$ cat src/rtl/wb_arb_pkg.sv
// rtl/wb_arb_pkg.sv - shared types and constants for the two-master Wishbone arbiter
package wb_arb_pkg;

  typedef enum logic [1:0] {
    IDLE = 2'd0,
    GNT0 = 2'd1,
    GNT1 = 2'd2
  } arb_state_t;

  localparam logic M0 = 1'b0;
  localparam logic M1 = 1'b1;

  localparam int TO_W_DEFAULT = 8;

endpackage

$ cat src/rtl/wb_arb_2m1s_if.sv
// rtl/wb_arb_2m1s_if.sv - one Wishbone classic port (request plus response)
interface wb_arb_2m1s_if #(
  parameter int AW = 32,
  parameter int DW = 32
);
  localparam int SW = DW >> 3;

  logic [AW-1:0] adr;
  logic [SW-1:0] sel;
  logic          we;
  logic [DW-1:0] dat_w;
  logic [DW-1:0] dat_r;
  logic          cyc;
  logic          stb;
  logic          ack;
  logic          err;

  modport master (
    output adr, sel, we, dat_w, cyc, stb,
    input  dat_r, ack, err
  );

  modport slave (
    input  adr, sel, we, dat_w, cyc, stb,
    output dat_r, ack, err
  );

endinterface

$ cat src/rtl/wb_arb_watchdog.sv
// rtl/wb_arb_watchdog.sv - stall counter that flags a slave that never answers a strobe
module wb_arb_watchdog
  import wb_arb_pkg::*;
#(
  parameter int TO_W = TO_W_DEFAULT
) (
  input  logic       clk,
  input  logic       rst_n,
  input  logic [1:0] gnt,
  input  logic       stb,
  input  logic       ack,
  input  logic       err,
  output logic       to_err
);

  logic [TO_W-1:0] cnt;
  logic [1:0]      gnt_q;
  logic            gnt_chg;

  assign gnt_chg = (gnt != gnt_q);
  assign to_err  = stb && (cnt == '1);

  always_ff @(posedge clk or negedge rst_n) begin
    if (!rst_n) begin
      cnt   <= '0;
      gnt_q <= 2'b00;
    end else begin
      gnt_q <= gnt;
      if (to_err || ack || err) begin
        cnt <= '0;
      end else if (gnt_chg) begin
        // the first strobe cycle of a new tenure already counts as waiting
        cnt <= TO_W'(stb);
      end else if (stb) begin
        cnt <= cnt + TO_W'(1);
      end
    end
  end

endmodule

$ cat src/rtl/wb_arb_2m1s.sv
// rtl/wb_arb_2m1s.sv - cyc-locked round-robin arbiter, two Wishbone masters onto one slave
// Define WB_ARB_TIMEOUT_EN to terminate stalled slave cycles with err.
module wb_arb_2m1s
  import wb_arb_pkg::*;
#(
  parameter int AW = 32,
  parameter int DW = 32
`ifdef WB_ARB_TIMEOUT_EN
  , parameter int TO_W = TO_W_DEFAULT
`endif
) (
  input  logic          clk,
  input  logic          rst_n,
  wb_arb_2m1s_if.slave  m0,
  wb_arb_2m1s_if.slave  m1,
  wb_arb_2m1s_if.master s,
  output logic [1:0]    gnt
);

  localparam int SW = DW >> 3;

  arb_state_t state;
  logic       last;

  always_ff @(posedge clk or negedge rst_n) begin
    if (!rst_n) begin
      state <= IDLE;
      last  <= M1;
      gnt   <= 2'b00;
    end else begin
      case (state)
        IDLE: begin
          if (m0.cyc && (!m1.cyc || last == M1)) begin
            state <= GNT0;
            last  <= M0;
            gnt   <= 2'b01;
          end else if (m1.cyc) begin
            state <= GNT1;
            last  <= M1;
            gnt   <= 2'b10;
          end
        end
        GNT0: begin
          if (!m0.cyc) begin
            if (m1.cyc) begin
              state <= GNT1;
              last  <= M1;
              gnt   <= 2'b10;
            end else begin
              state <= IDLE;
              gnt   <= 2'b00;
            end
          end
        end
        GNT1: begin
          if (!m1.cyc) begin
            if (m0.cyc) begin
              state <= GNT0;
              last  <= M0;
              gnt   <= 2'b01;
            end else begin
              state <= IDLE;
              gnt   <= 2'b00;
            end
          end
        end
        default: begin
          state <= IDLE;
          gnt   <= 2'b00;
        end
      endcase
    end
  end

  logic [AW-1:0] adr_mux;
  logic [SW-1:0] sel_mux;
  logic          we_mux;
  logic [DW-1:0] dat_mux;
  logic          cyc_mux;
  logic          stb_mux;

  // Non-cycle fields default to master 0 so an idle bus stays quiet and predictable.
  always_comb begin
    adr_mux = m0.adr;
    sel_mux = m0.sel;
    we_mux  = m0.we;
    dat_mux = m0.dat_w;
    cyc_mux = 1'b0;
    stb_mux = 1'b0;
    if (gnt[1]) begin
      adr_mux = m1.adr;
      sel_mux = m1.sel;
      we_mux  = m1.we;
      dat_mux = m1.dat_w;
      cyc_mux = m1.cyc;
      stb_mux = m1.stb;
    end else if (gnt[0]) begin
      cyc_mux = m0.cyc;
      stb_mux = m0.stb;
    end
  end

  assign s.adr   = adr_mux;
  assign s.sel   = sel_mux;
  assign s.we    = we_mux;
  assign s.dat_w = dat_mux;
  assign s.cyc   = cyc_mux;
  assign s.stb   = stb_mux;

  logic          to_err;
  logic [DW-1:0] rdata;

`ifdef WB_ARB_TIMEOUT_EN
  wb_arb_watchdog #(
    .TO_W (TO_W)
  ) u_watchdog (
    .clk    (clk),
    .rst_n  (rst_n),
    .gnt    (gnt),
    .stb    (stb_mux),
    .ack    (s.ack),
    .err    (s.err),
    .to_err (to_err)
  );
`else
  assign to_err = 1'b0;
`endif

  // Responses follow the registered grant, so an ack landing as cyc drops still reaches its owner.
  assign rdata    = s.dat_r;
  assign m0.dat_r = rdata;
  assign m1.dat_r = rdata;
  assign m0.ack   = s.ack & gnt[0];
  assign m1.ack   = s.ack & gnt[1];
  assign m0.err   = (s.err | to_err) & gnt[0];
  assign m1.err   = (s.err | to_err) & gnt[1];

  a_gnt_onehot : assert property (@(posedge clk) disable iff (!rst_n) $onehot0(gnt));

endmodule

$ cat src/flat_wrapper.sv
// flat-port wrapper written by rule: the top's interface ports become plain ports
module wb_arb_2m1s_flat import wb_arb_pkg::*;
#(
  parameter int AW = 32,
  parameter int DW = 32

)
  (clk, rst_n, gnt, m0_adr, m0_sel, m0_we, m0_dat_w, m0_cyc, m0_stb, m0_dat_r, m0_ack, m0_err, m1_adr, m1_sel, m1_we, m1_dat_w, m1_cyc, m1_stb, m1_dat_r, m1_ack, m1_err, s_adr, s_sel, s_we, s_dat_w, s_cyc, s_stb, s_dat_r, s_ack, s_err);
  wb_arb_2m1s_if #(.AW(AW), .DW(DW)) m0_i ();
  wb_arb_2m1s_if #(.AW(AW), .DW(DW)) m1_i ();
  wb_arb_2m1s_if #(.AW(AW), .DW(DW)) s_i ();
  input  logic clk;
  input  logic rst_n;
  output logic [1:0] gnt;
  input wire logic [$bits(m0_i.adr)-1:0] m0_adr;
  input wire logic [$bits(m0_i.sel)-1:0] m0_sel;
  input wire logic [$bits(m0_i.we)-1:0] m0_we;
  input wire logic [$bits(m0_i.dat_w)-1:0] m0_dat_w;
  input wire logic [$bits(m0_i.cyc)-1:0] m0_cyc;
  input wire logic [$bits(m0_i.stb)-1:0] m0_stb;
  output wire logic [$bits(m0_i.dat_r)-1:0] m0_dat_r;
  output wire logic [$bits(m0_i.ack)-1:0] m0_ack;
  output wire logic [$bits(m0_i.err)-1:0] m0_err;
  input wire logic [$bits(m1_i.adr)-1:0] m1_adr;
  input wire logic [$bits(m1_i.sel)-1:0] m1_sel;
  input wire logic [$bits(m1_i.we)-1:0] m1_we;
  input wire logic [$bits(m1_i.dat_w)-1:0] m1_dat_w;
  input wire logic [$bits(m1_i.cyc)-1:0] m1_cyc;
  input wire logic [$bits(m1_i.stb)-1:0] m1_stb;
  output wire logic [$bits(m1_i.dat_r)-1:0] m1_dat_r;
  output wire logic [$bits(m1_i.ack)-1:0] m1_ack;
  output wire logic [$bits(m1_i.err)-1:0] m1_err;
  output wire logic [$bits(s_i.adr)-1:0] s_adr;
  output wire logic [$bits(s_i.sel)-1:0] s_sel;
  output wire logic [$bits(s_i.we)-1:0] s_we;
  output wire logic [$bits(s_i.dat_w)-1:0] s_dat_w;
  output wire logic [$bits(s_i.cyc)-1:0] s_cyc;
  output wire logic [$bits(s_i.stb)-1:0] s_stb;
  input wire logic [$bits(s_i.dat_r)-1:0] s_dat_r;
  input wire logic [$bits(s_i.ack)-1:0] s_ack;
  input wire logic [$bits(s_i.err)-1:0] s_err;
  assign m0_i.adr = m0_adr;
  assign m0_i.sel = m0_sel;
  assign m0_i.we = m0_we;
  assign m0_i.dat_w = m0_dat_w;
  assign m0_i.cyc = m0_cyc;
  assign m0_i.stb = m0_stb;
  assign m0_dat_r = m0_i.dat_r;
  assign m0_ack = m0_i.ack;
  assign m0_err = m0_i.err;
  assign m1_i.adr = m1_adr;
  assign m1_i.sel = m1_sel;
  assign m1_i.we = m1_we;
  assign m1_i.dat_w = m1_dat_w;
  assign m1_i.cyc = m1_cyc;
  assign m1_i.stb = m1_stb;
  assign m1_dat_r = m1_i.dat_r;
  assign m1_ack = m1_i.ack;
  assign m1_err = m1_i.err;
  assign s_adr = s_i.adr;
  assign s_sel = s_i.sel;
  assign s_we = s_i.we;
  assign s_dat_w = s_i.dat_w;
  assign s_cyc = s_i.cyc;
  assign s_stb = s_i.stb;
  assign s_i.dat_r = s_dat_r;
  assign s_i.ack = s_ack;
  assign s_i.err = s_err;
  wb_arb_2m1s #(.AW(AW), .DW(DW)) u_core (.clk(clk), .rst_n(rst_n), .m0(m0_i), .m1(m1_i), .s(s_i), .gnt(gnt));
endmodule
$ cat config.mk
export PLATFORM = sky130hd
export DESIGN_NAME = wb_arb_2m1s_flat
export DESIGN_NICKNAME = d
export VERILOG_FILES = /design/src/rtl/wb_arb_pkg.sv /design/src/rtl/wb_arb_2m1s_if.sv /design/src/rtl/wb_arb_watchdog.sv /design/src/rtl/wb_arb_2m1s.sv /design/src/flat_wrapper.sv
export SDC_FILE = /design/constraint.sdc
export NUM_CORES = 1
export LEC_CHECK = 0
export BUFFER_PORTS_ARGS = -buffer_cell sky130_fd_sc_hd__buf_4
export CAP_MARGIN = 30
export CORE_AREA = 8 8 117 119
export CTS_BUF_LIST = sky130_fd_sc_hd__clkbuf_8
export DETAILED_ROUTE_END_ITERATION = 12
export DIE_AREA = 0 0 125 127
export GPL_TIMING_DRIVEN = 0
export PLACE_DENSITY = 0.55
export SLEW_MARGIN = 20
export SYNTH_ARGS = -nofsm -noshare
export SYNTH_HDL_FRONTEND = slang
export SYNTH_SLANG_ARGS = --single-unit
$ cat constraint.sdc
create_clock -name clk -period 1.7 [get_ports clk]
set_input_delay 0.34 -clock clk [delete_from_list [all_inputs] [get_ports clk]]
set_output_delay 0.34 -clock clk [all_outputs]
set_load 0.01 [all_outputs]
==> results of run 1 <==
==> power by group through the flow <==
| stage | Clock, mW | Combinational [mW] | Sequential [mW] |
|---|---|---|---|
| after global placement | 0 | 3.02 | 0.160 |
| after global routing | 0.216 | 4.08 | 0.162 |
| final | 0.199 | 3.82 | 0.153 |
| after floorplan | 0 | 1.56 | 0.153 |
| after CTS | 0.209 | 3.57 | 0.153 |
| after detailed placement | 0 | 3.03 | 0.159 |
==> through the flow <==
stage          TNS [ns]  cells  hold slack, ns  util [%]  cell area (sq um)
6_report          -3.82    624           0.301      37.6               4440
3_5_place_dp      -4.67    614           0.134      33.7               3990
5_1_grt           -9.33    624           0.293      37.6               4440
2_1_floorplan   -0.0479    181          0.0444         -               1650
3_3_place_gp      -5.09    614           0.131      33.7               3990
4_1_cts           -5.42    621           0.293      36.3               4290
==> registers in the layout, indices dropped and copies added, names as in the netlist <==
signal	cells
u_core.last	1
u_core.state	2
==> per-layer routing <==
metal / vias to the layer above / track usage, %
met4: 0 / 0.430
li1: 1150 / -
met5: - / 0
met1: 1076 / 12.1
met3: 4 / 4.53
met2: 156 / 22.9
==> cell families (layout without fill, tap and decap cells) <==
family | count (synthesis) | count (layout) | synth area share, %
AOI/OAI and AO/OA | 12 | 12 | 6.21
and+or+nand+nor | 15 | 15 | 4.44
muxes | 69 | 69 | 47.6
DFF | 3 | 3 | 4.67
adders and majority gates | 4 | 4 | 3.07
buffers and inverters | 78 | 374 | 34.0
==> worst min-delay path by stage <==
| stage | startpoint | end | slack, ns | depth (start not counted) |
|---|---|---|---|---|
| final | m0_cyc | u_core.last | 0.30 | 2 |
| after global routing | m0_cyc | u_core.last | 0.29 | 2 |
| after CTS | m0_cyc | u_core.last | 0.29 | 2 |
| after detailed placement | rst_n | u_core.state[1] | 0.13 | 1 |
| after global placement | rst_n | u_core.state[1] | 0.13 | 1 |
| after floorplan | rst_n | u_core.state[0] | 0.04 | 0 |
==> critical path, cell delays in order (launching register included) <==
cell,delay (ns)
dfrtp_1,0.38
buf_6,0.15
buf_12,0.15
clkbuf_16,0.16
mux2_4,0.31
buf_6,0.12
==> area by class of cell <==
type | count | area share (%)
sequential | 3 | 1.75
multi-input combinational | 100 | 25.8
tap | 147 | 4.14
clock buffer | 3 | 0.930
timing repair buffer | 292 | 53.1
inverter | 5 | 0.479
clock inverter | 1 | 0.0846
buffer | 73 | 13.7
==> synth_stat cells, types with 2 or more instances <==
master / count
mux2_1: 69
buf_4: 66
buf_2: 6
nand2_1: 6
inv_1: 5
and2_1: 4
ha_1: 4
a22o_1: 2
dfrtp_1: 2
nor2_1: 2
o21ai_1: 2
o31ai_1: 2
==> repair_timing <==
| item | CTS | global route |
|---|---|---|
| pin swaps | 0 | 1 |
| hold buffers | 1 | 0 |
| endpoints found under the hold margin | 2 | 0 |
| resized for setup | 59 | 27 |
| endpoints found under the setup margin | 76 | 75 |
| gates cloned | 0 | 2 |
| setup buffers | 2 | 1 |
==> impl_metrics.py, run 1 <==
metrics = {
    "status": {
        "violations": "setup timing",
        "status": "finished with violations",
    },
    "critical_path": {
        "critPathMaxFanout": 6,
        "worst-setup-path-type": "flop to primary output",
        "rr_endpoint": "u_core.state[0]",
        "critPathLaunch": "u_core.state[1]",
        "r2r_start": "u_core.state[1]",
        "worst_ep_arrival_time_ns": 1.48,
        "worst_ep_required_time_ns": 1.36,
        "cp-endpoint": "s_dat_w[16]",
        "cp-end-kind": "primary output",
        "startpoint_type": "flop",
        "rr_worst_depth": 8,
        "reg2reg_slack_ns": -0.06,
    },
    "drt": {
        "drt_pass1_iterations": 4,
        "drt-total-wl_mm": 10.4,
        "via_count": 2386,
        "via_per_inst": 3.82,
        "met3_length_mm": 1.02,
        "drt-met1-wl_mm": 3.75,
        "top_layer": "met4",
        "drtAntennaViolNets": 0,
        "drt_iter0_drc": 23,
        "route.met2.wl_mm": 5.64,
        "avgRoutedWirePerCell_um": 16.7,
        "drc_errors": 0,
    },
    "final_layout": {
        "multi_input_area_sq_um": 1140,
        "nNetsFinal": 660,
        "regArea_sq_um": 77.6,
        "final_common_cell": "buf_4",
        "syn_to_final_growth_pct": 172,
        "drive_gt1_share_pct": 85.1,
        "diodes": 0,
        "fillCellCount": 1190,
        "final_cell_mix": "buf_4 (323), mux2_1 (39), buf_6 (34)",
    },
    "synthesis": {
        "synth_edf_count": 0,
        "yosys_register_bits": 3,
        "ys_warn_count": 0,
        "synth_ff_type": "dfrtp_1",
        "ys_async_sr_fraction_pct": 100,
        "synth_seq_area_share_pct": 4.67,
        "synth_cell_types": 23,
        "syn_inst": 181,
        "syn_area_sq_um": 1630,
        "synthTopCellsByArea": "mux2_1 (48%), buf_4 (30%), dfrtp_1 (3.1%)",
        "synth_top_area_share_pct": 47.6,
        "synth_nets": 363,
        "avgSynthCellArea_sq_um": 9.02,
        "yosysTopAreaCell": "mux2_1",
    },
    "clock_network": {
        "path_clk_slew_ns": 0.03,
        "cts.path.max_buffers": 2,
        "cts-root-buf": "clkbuf_8",
        "clock_sinks": 3,
        "cts_made_buffers": 3,
        "htreeDepth": 1,
        "clk_latency_ns": 0.21,
        "cts_tree": "built",
    },
    "flow_run": {
        "maxCapViolCount": 0,
    },
    "power_and_ir_drop": {
        "total_power_mw": 4.17,
        "intPower_mw": 2.58,
        "leakagePower_nw": 2.40,
        "p_seq_share_pct": 3.7,
        "clkPwrFrac_pct": 4.8,
        "switching_share_pct": 38.3,
        "comb_power_share_pct": 91.6,
        "p_per_area_nw_per_um2": 940,
        "switchingPower_mw": 1.60,
        "irDropWorstVdd_mv": 0.523,
    },
    "floorplan": {
        "ios": 319,
        "die_area_sq_um": 15900,
        "die_y_um": 127,
        "die_w_um": 125,
        "placementRows": 40,
        "core_area_sq_um": 11800,
        "start_util_pct": 13.8,
    },
    "timing": {
        "fmax_ghz": 0.550,
        "setup_violations": 65,
        "slew_viol_final": 0,
        "max_slew.worst_pin.slew_ns": 0.230,
        "period_needed_ns": 1.82,
        "setup_slack_ns": -0.118,
        "fin_skew_ns": 0.00257,
        "hold_viol": 0,
        "rsz0062_at_grt": "true",
        "relSlewSlack_pct": 84.5,
        "post-route-period-util_pct": 107,
    },
    "placed_design": {
        "port_buffers": 286,
        "gp_congestion": 0.822,
        "dp_hpwl_mm": 8.96,
        "dp_slack_ns": -0.221,
    },
    "global_route": {
        "grt_pass1_wl_mm": 15.2,
        "grt_max_degree": 11,
        "gr-total-overflow": 0,
        "grt_pass1_vias": 2641,
        "antenna_found_initial": 0,
        "track_usage_pct": 11.7,
    },
    "worst_hold_path": {
        "hold_path_class": "input port to flop",
    },
}
No activity file was read; power rests on OpenSTA's default activity.
==> run 2: changes to the inputs <==
--- a/config.mk
+++ b/config.mk
@@ -7,13 +7,14 @@
 export LEC_CHECK = 0
 export BUFFER_PORTS_ARGS = -buffer_cell sky130_fd_sc_hd__buf_4
 export CAP_MARGIN = 30
-export CORE_AREA = 8 8 117 119
+export CORE_AREA = 8 8 118 120
 export CTS_BUF_LIST = sky130_fd_sc_hd__clkbuf_8
 export DETAILED_ROUTE_END_ITERATION = 12
-export DIE_AREA = 0 0 125 127
+export DIE_AREA = 0 0 126 128
 export GPL_TIMING_DRIVEN = 0
 export PLACE_DENSITY = 0.55
 export SLEW_MARGIN = 20
 export SYNTH_ARGS = -nofsm -noshare
 export SYNTH_HDL_FRONTEND = slang
+export SYNTH_HIERARCHICAL = 1
 export SYNTH_SLANG_ARGS = --single-unit
==> run 2 against run 1 <==
First-iteration DRC count rose by 26%; worst setup slack barely moved; die area rose by 1.6%; sequential share of layout area barely moved; combinational power fell by 3%; largest cell class unchanged; the flow still finishes with violations (setup timing); clock skew fell by 0.0025 ns; hold slack improved by 0.16 ns; total power fell by 2.2%; fmax barely moved; clock-buffer cell count did not move; sequential power rose by 9.8%; highest routed layer unchanged; synthesized area rose by 5.6%.
==> impl_metrics.py, run 2 <==
metrics = {
    "status": {
        "status": "finished with violations",
        "violations": "setup timing",
    },
    "critical_path": {
        "slowest_stage": "dfrtp_1",
        "reg2reg_slack_ns": 0.03,
        "rr_worst_depth": 8,
        "startpoint_type": "flop",
        "worst_ep_arrival_time_ns": 1.48,
        "cp-end-kind": "primary output",
        "worst_ep_required_time_ns": 1.36,
        "critPathMaxStageDelay_ns": 0.39,
        "worst-setup-path-type": "flop to primary output",
        "crit_top_cell": "buf_6",
        "critPathMaxFanout": 7,
        "r2r_start": "u_core/state[1]",
        "critical_path.cell_chain": "buf_6 -> buf_12 -> clkbuf_16 -> mux2_4 -> buf_6",
        "rr_endpoint": "u_core/last",
    },
    "final_layout": {
        "diodes": 0,
        "largestRegisters": "u_core/state: 2 flops, u_core/last: 1 flops",
        "drive_gt1_share_pct": 93.6,
        "syn_to_final_growth_pct": 164,
        "nNetsFinal": 666,
        "final_cell_mix": "buf_4 (316), mux2_2 (42), buf_6 (40)",
        "largest_reg_flops": 2,
        "max_flop_register": "u_core/state",
        "final_common_cell": "buf_4",
    },
    "global_route": {
        "grt_pass1_vias": 2700,
        "grtUsageMet1_pct": 13.1,
        "gr-total-overflow": 0,
        "antenna_found_initial": 0,
        "grt_use_met2_pct": 23.4,
        "use_met3_pct": 4.49,
        "track_usage_pct": 12.2,
        "grt_max_degree": 11,
        "grt_pass1_wl_mm": 15.7,
        "grt_busiest_layer": "met2",
    },
    "floorplan": {
        "ios": 319,
        "placementRows": 41,
        "die_area_sq_um": 16100,
        "start_util_pct": 14.1,
        "core_area_sq_um": 12200,
        "die_y_um": 128,
        "die_w_um": 126,
    },
    "timing": {
        "relSlewSlack_pct": 81.7,
        "period_needed_ns": 1.82,
        "setup_slack_ns": -0.118,
        "fmax_ghz": 0.550,
        "fin_hold_ws_ns": 0.457,
        "rsz0062_at_grt": "true",
        "max_slew.worst_pin.slew_ns": 0.271,
        "slew_viol_final": 0,
        "post-route-period-util_pct": 107,
        "fin_skew_ns": 0.0000337,
        "setup_violations": 68,
        "hold_viol": 0,
    },
    "synthesis": {
        "synth_seq_area_share_pct": 4.43,
        "yosys-top-cells-count": "buf_4 (64), mux2_2 (47), mux2_4 (22), nand2_1 (7), o21ai_0 (6)",
        "yosysTopAreaCell": "mux2_2",
        "ys_async_sr_fraction_pct": 100,
        "yosysMostFrequentCell": "buf_4",
        "ys_warn_count": 6,
        "yosys_register_bits": 3,
        "synth_top_area_share_pct": 30.7,
        "synth_cell_types": 22,
        "synthTopCellsByArea": "mux2_2 (31%), buf_4 (28%), mux2_4 (19%)",
        "syn_area_sq_um": 1720,
        "avgSynthCellArea_sq_um": 9.37,
        "synth_nets": 366,
        "syn_inst": 184,
        "synth_edf_count": 0,
        "synth_ff_type": "dfrtp_1",
    },
    "flow_run": {
        "maxCapViolCount": 0,
    },
    "clock_network": {
        "htreeDepth": 1,
        "cts_made_buffers": 3,
        "clk_latency_ns": 0.21,
        "cts.path.max_buffers": 2,
        "cts-root-buf": "clkbuf_8",
        "path_clk_slew_ns": 0.03,
        "clock_sinks": 3,
        "cts_tree": "built",
    },
    "drt": {
        "via_per_inst": 3.81,
        "drc_errors": 0,
        "avgRoutedWirePerCell_um": 17.8,
        "drt-total-wl_mm": 11.3,
        "drt_pass1_iterations": 4,
        "drt_iter0_drc": 29,
        "via_count": 2414,
        "drtAntennaViolNets": 0,
    },
    "placed_design": {
        "dp_slack_ns": -0.303,
        "gp_congestion": 0.869,
        "dp_hpwl_mm": 9.86,
        "port_buffers": 285,
    },
    "power_and_ir_drop": {
        "p_per_area_nw_per_um2": 899,
        "leakagePower_nw": 2.41,
        "irDropWorstVdd_mv": 0.260,
        "total_power_mw": 4.08,
    },
    "worst_hold_path": {
        "hold_path_class": "input port to asynchronous set/reset pin",
    },
}
run 2: report_power, final:
group / internal (mW) / switching, mW
Combinational: 2.30 / 1.42
Sequential: 0.115 / 0.0528
Clock: 0.153 / 0.0442
run 2: cell families after synthesis:
family          after synthesis  synth area share [%]
compound gates               12                  4.43
fa+ha+maj                     4                  2.90
buf+inv                      79                  33.7
flops                         3                  4.43
mux                          69                  49.9
simple gates                 17                  4.72
run 2: stage by stage:
stage | utilization [%] | cell area (sq um) | setup TNS [ns] | cells
2_1_floorplan | - | 1720 | 0 | 184
3_3_place_gp | 33.2 | 4050 | -1.32 | 619
3_5_place_dp | 33.2 | 4050 | -1.69 | 619
4_1_cts | 36.6 | 4470 | -7.60 | 631
5_1_grt | 37.2 | 4540 | -8.84 | 633
6_report | 37.2 | 4540 | -5.45 | 633
run 2: what timing repair did:
| item | in CTS | in global routing |
|---|---|---|
| setup buffers | 5 | 2 |
| pin swaps | 4 | 2 |
| resized for setup | 71 | 15 |
| endpoints found under the setup margin | 76 | 72 |
| gates cloned | 3 | 1 |
| hold endpoints to repair | 2 | 0 |
| hold buffers | 1 | 0 |
run 2: per-layer routing:
metal  part of all wire (%)  vias up
met5                      0        -
met4                   0.20        0
met3                    9.8        4
met2                     53      162
met1                     37     1080
li1                       -     1168
run 2: critical path: cells and delay by family, from the launching register on:
family / cells / cell delay, ns
mux: 1 / 0.30
buf+inv: 4 / 0.58
flops: 1 / 0.39
run 2: final cells by class:
| type | count | area [sq um] |
|---|---|---|
| Fill cell | 1228 | 7660 |
| Timing Repair Buffer | 295 | 2430 |
| Multi-Input combinational cell | 102 | 1140 |
| Buffer | 74 | 643 |
| Tap cell | 150 | 188 |
| Sequential cell | 3 | 77.6 |
| Clock buffer | 3 | 41.3 |
| Inverter | 5 | 21.3 |
| Clock inverter | 1 | 3.75 |
run 2: worst max path at each step:
stage | depth (start not counted) | slack [ns] | endpoint | startpoint
finish | 5 | -0.12 | s_adr[12] | u_core/state[1]
CTS | 5 | -0.14 | s_adr[3] | u_core/state[1]
global route | 5 | -0.16 | s_adr[5] | u_core/state[1]
floorplan | 8 | 0.007 | u_core/last | u_core/state[1]
detailed placement | 8 | -0.30 | u_core/last | u_core/state[1]
global placement | 8 | -0.26 | u_core/last | u_core/state[1]
==> run 3: changes to the inputs <==
--- a/config.mk
+++ b/config.mk
@@ -13,6 +13,7 @@
 export DIE_AREA = 0 0 126 128
 export GPL_TIMING_DRIVEN = 0
 export PLACE_DENSITY = 0.55
+export SETUP_SLACK_MARGIN = 0.4
 export SLEW_MARGIN = 20
 export SYNTH_ARGS = -nofsm -noshare
 export SYNTH_HDL_FRONTEND = slang
==> run 3 against run 2 <==
The flow still finishes with violations (setup timing); highest routed layer unchanged; final cell count is 0.47% higher; global-route usage is 1.6 points lower; utilization is 0.25 points higher; wire length is 10% lower; register-to-register slack better by 0.02 ns; sequential power is 5% lower; critical path type unchanged; clock-buffer cell count stayed put; clock power hardly changed; critical path depth stayed put.
==> impl_metrics.py, run 3 (same netlist as run 2, synthesis figures left out) <==
metrics = {
    "critical_path": {
        "critPathMaxFanout": 10,
        "reg2reg_slack_ns": 0.05,
        "cp_top_family": "buffers and inverters",
        "rr_worst_depth": 8,
        "critPathBufInv": 4,
        "critPathMaxStageDelay_ns": 0.38,
        "critical_path.cell_chain": "buf_6 -> buf_12 -> buf_12 -> mux2_4 -> buf_6",
        "rr_endpoint": "u_core/last",
        "worst_ep_arrival_time_ns": 1.45,
        "critPathLaunch": "u_core/state[1]",
        "cp_num_cells": 5,
        "r2r_start": "u_core/state[1]",
        "worst_ep_required_time_ns": 1.36,
        "cp-end-kind": "primary output",
        "slowest_stage": "dfrtp_1",
        "cp-endpoint": "s_adr[17]",
        "worst-setup-path-type": "flop to primary output",
        "startpoint_type": "flop",
    },
    "final_layout": {
        "final_cell_mix": "buf_4 (316), buf_6 (45), mux2_2 (44)",
        "syn_to_final_growth_pct": 165,
        "largestRegisters": "u_core/state: 2 flops, u_core/last: 1 flops",
        "regArea_sq_um": 77.6,
        "nNetsFinal": 669,
        "final_area_sq_um": 4570,
        "diodes": 0,
        "largest_reg_flops": 2,
        "max_flop_register": "u_core/state",
        "drive_gt1_share_pct": 94.7,
        "fillCellCount": 1251,
        "multi_input_area_sq_um": 1160,
        "final_common_cell": "buf_4",
    },
    "drt": {
        "drt-total-wl_mm": 10.1,
        "drc_errors": 0,
        "via_count": 2428,
        "drtAntennaViolNets": 0,
        "drt_iter0_drc": 42,
        "drt_pass1_iterations": 4,
        "via_per_inst": 3.82,
        "avgRoutedWirePerCell_um": 15.9,
    },
    "global_route": {
        "grt_pass1_vias": 2667,
        "track_usage_pct": 10.6,
        "grt_pass1_wl_mm": 14.1,
        "grt_max_degree": 11,
        "antenna_found_initial": 0,
        "gr-total-overflow": 0,
    },
    "clock_network": {
        "clock_sinks": 3,
        "cts-root-buf": "clkbuf_8",
        "clk_latency_ns": 0.21,
        "path_clk_slew_ns": 0.03,
        "htreeDepth": 1,
        "cts_tree": "built",
        "cts_made_buffers": 3,
        "cts.path.max_buffers": 2,
    },
    "floorplan": {
        "core_area_sq_um": 12200,
        "die_area_sq_um": 16100,
        "ios": 319,
        "die_w_um": 126,
        "start_util_pct": 14.1,
        "die_y_um": 128,
        "placementRows": 41,
    },
    "timing": {
        "setup_slack_ns": -0.0940,
        "fmax_ghz": 0.557,
        "fin_hold_ws_ns": 0.468,
        "slew_viol_final": 0,
        "post-route-period-util_pct": 106,
        "max_slew.worst_pin.slew_ns": 0.290,
        "rsz0062_at_grt": "true",
        "fin_skew_ns": 0.000713,
        "hold_viol": 0,
        "setup_violations": 71,
        "period_needed_ns": 1.79,
        "relSlewSlack_pct": 80.6,
    },
    "power_and_ir_drop": {
        "irDropWorstVdd_mv": 0.667,
        "leakagePower_nw": 2.42,
        "total_power_mw": 4.09,
        "p_per_area_nw_per_um2": 895,
    },
    "placed_design": {
        "port_buffers": 285,
        "dp_hpwl_mm": 8.70,
        "gp_congestion": 0.770,
        "place_area_sq_um": 4080,
        "dp_slack_ns": -0.0639,
    },
    "flow_run": {
        "maxCapViolCount": 0,
    },
    "status": {
        "violations": "setup timing",
        "status": "finished with violations",
    },
    "worst_hold_path": {
        "hold_path_class": "input port to asynchronous set/reset pin",
    },
}
## run 3: cell types whose count changed in the layout (fill, tap and decap cells not counted), sizes merged
cell	before	now
buf	366	370
clkbuf	5	4
## run 3: metrics by stage
step	util, %	TNS [ns]	std cells
2_1_floorplan	-	0	184
3_3_place_gp	33.4	-0.0801	619
3_5_place_dp	33.4	-0.118	619
4_1_cts	36.2	-5.63	631
5_1_grt	37.5	-7.69	636
6_report	37.5	-4.16	636
## run 3: layer usage
metal | wire, um | GRT usage [%] | part of all wire [%] | vias to the layer above
li1 | - | - | - | 1172
met1 | 3230 | 9.71 | 32 | 1116
met2 | 5890 | 22.2 | 58 | 136
met3 | 971 | 4.08 | 9.6 | 4
met4 | 24 | 0.991 | 0.24 | 0
met5 | 0 | 0 | 0 | -
## run 3: how the worst min path moves through the flow
stage / start / endpoint / slack, ns
after floorplan: rst_n / u_core/state[0] / 0.04
after global routing: rst_n / u_core/state[1] / 0.47
after global placement: rst_n / u_core/state[0] / 0.13
after CTS: m1_cyc / u_core/state[0] / 0.46
final: rst_n / u_core/state[1] / 0.47
after detailed placement: rst_n / u_core/state[1] / 0.13
## run 3: cell type report
class | count | share of cell area (%)
tap | 150 | 4.10
clock inverter | 1 | 0.0821
sequential | 3 | 1.70
inverter | 5 | 0.465
timing repair buffer | 298 | 53.3
clock buffer | 3 | 0.903
buffer | 74 | 14.1
multi-input combinational | 102 | 25.4
## run 3: power by group
part	internal [mW]	switching, mW
Sequential	0.115	0.0435
Clock	0.153	0.0423
Combinational	2.33	1.41
## run 3: repair_timing
| action | 4_1_cts | 5_1_grt |
|---|---|---|
| setup endpoints to repair | 78 | 78 |
| hold buffers | 1 | 0 |
| endpoints found under the hold margin | 2 | 0 |
| pin swaps | 2 | 4 |
| gates cloned | 1 | 0 |
| resized for setup | 52 | 33 |
| setup buffers | 6 | 5 |
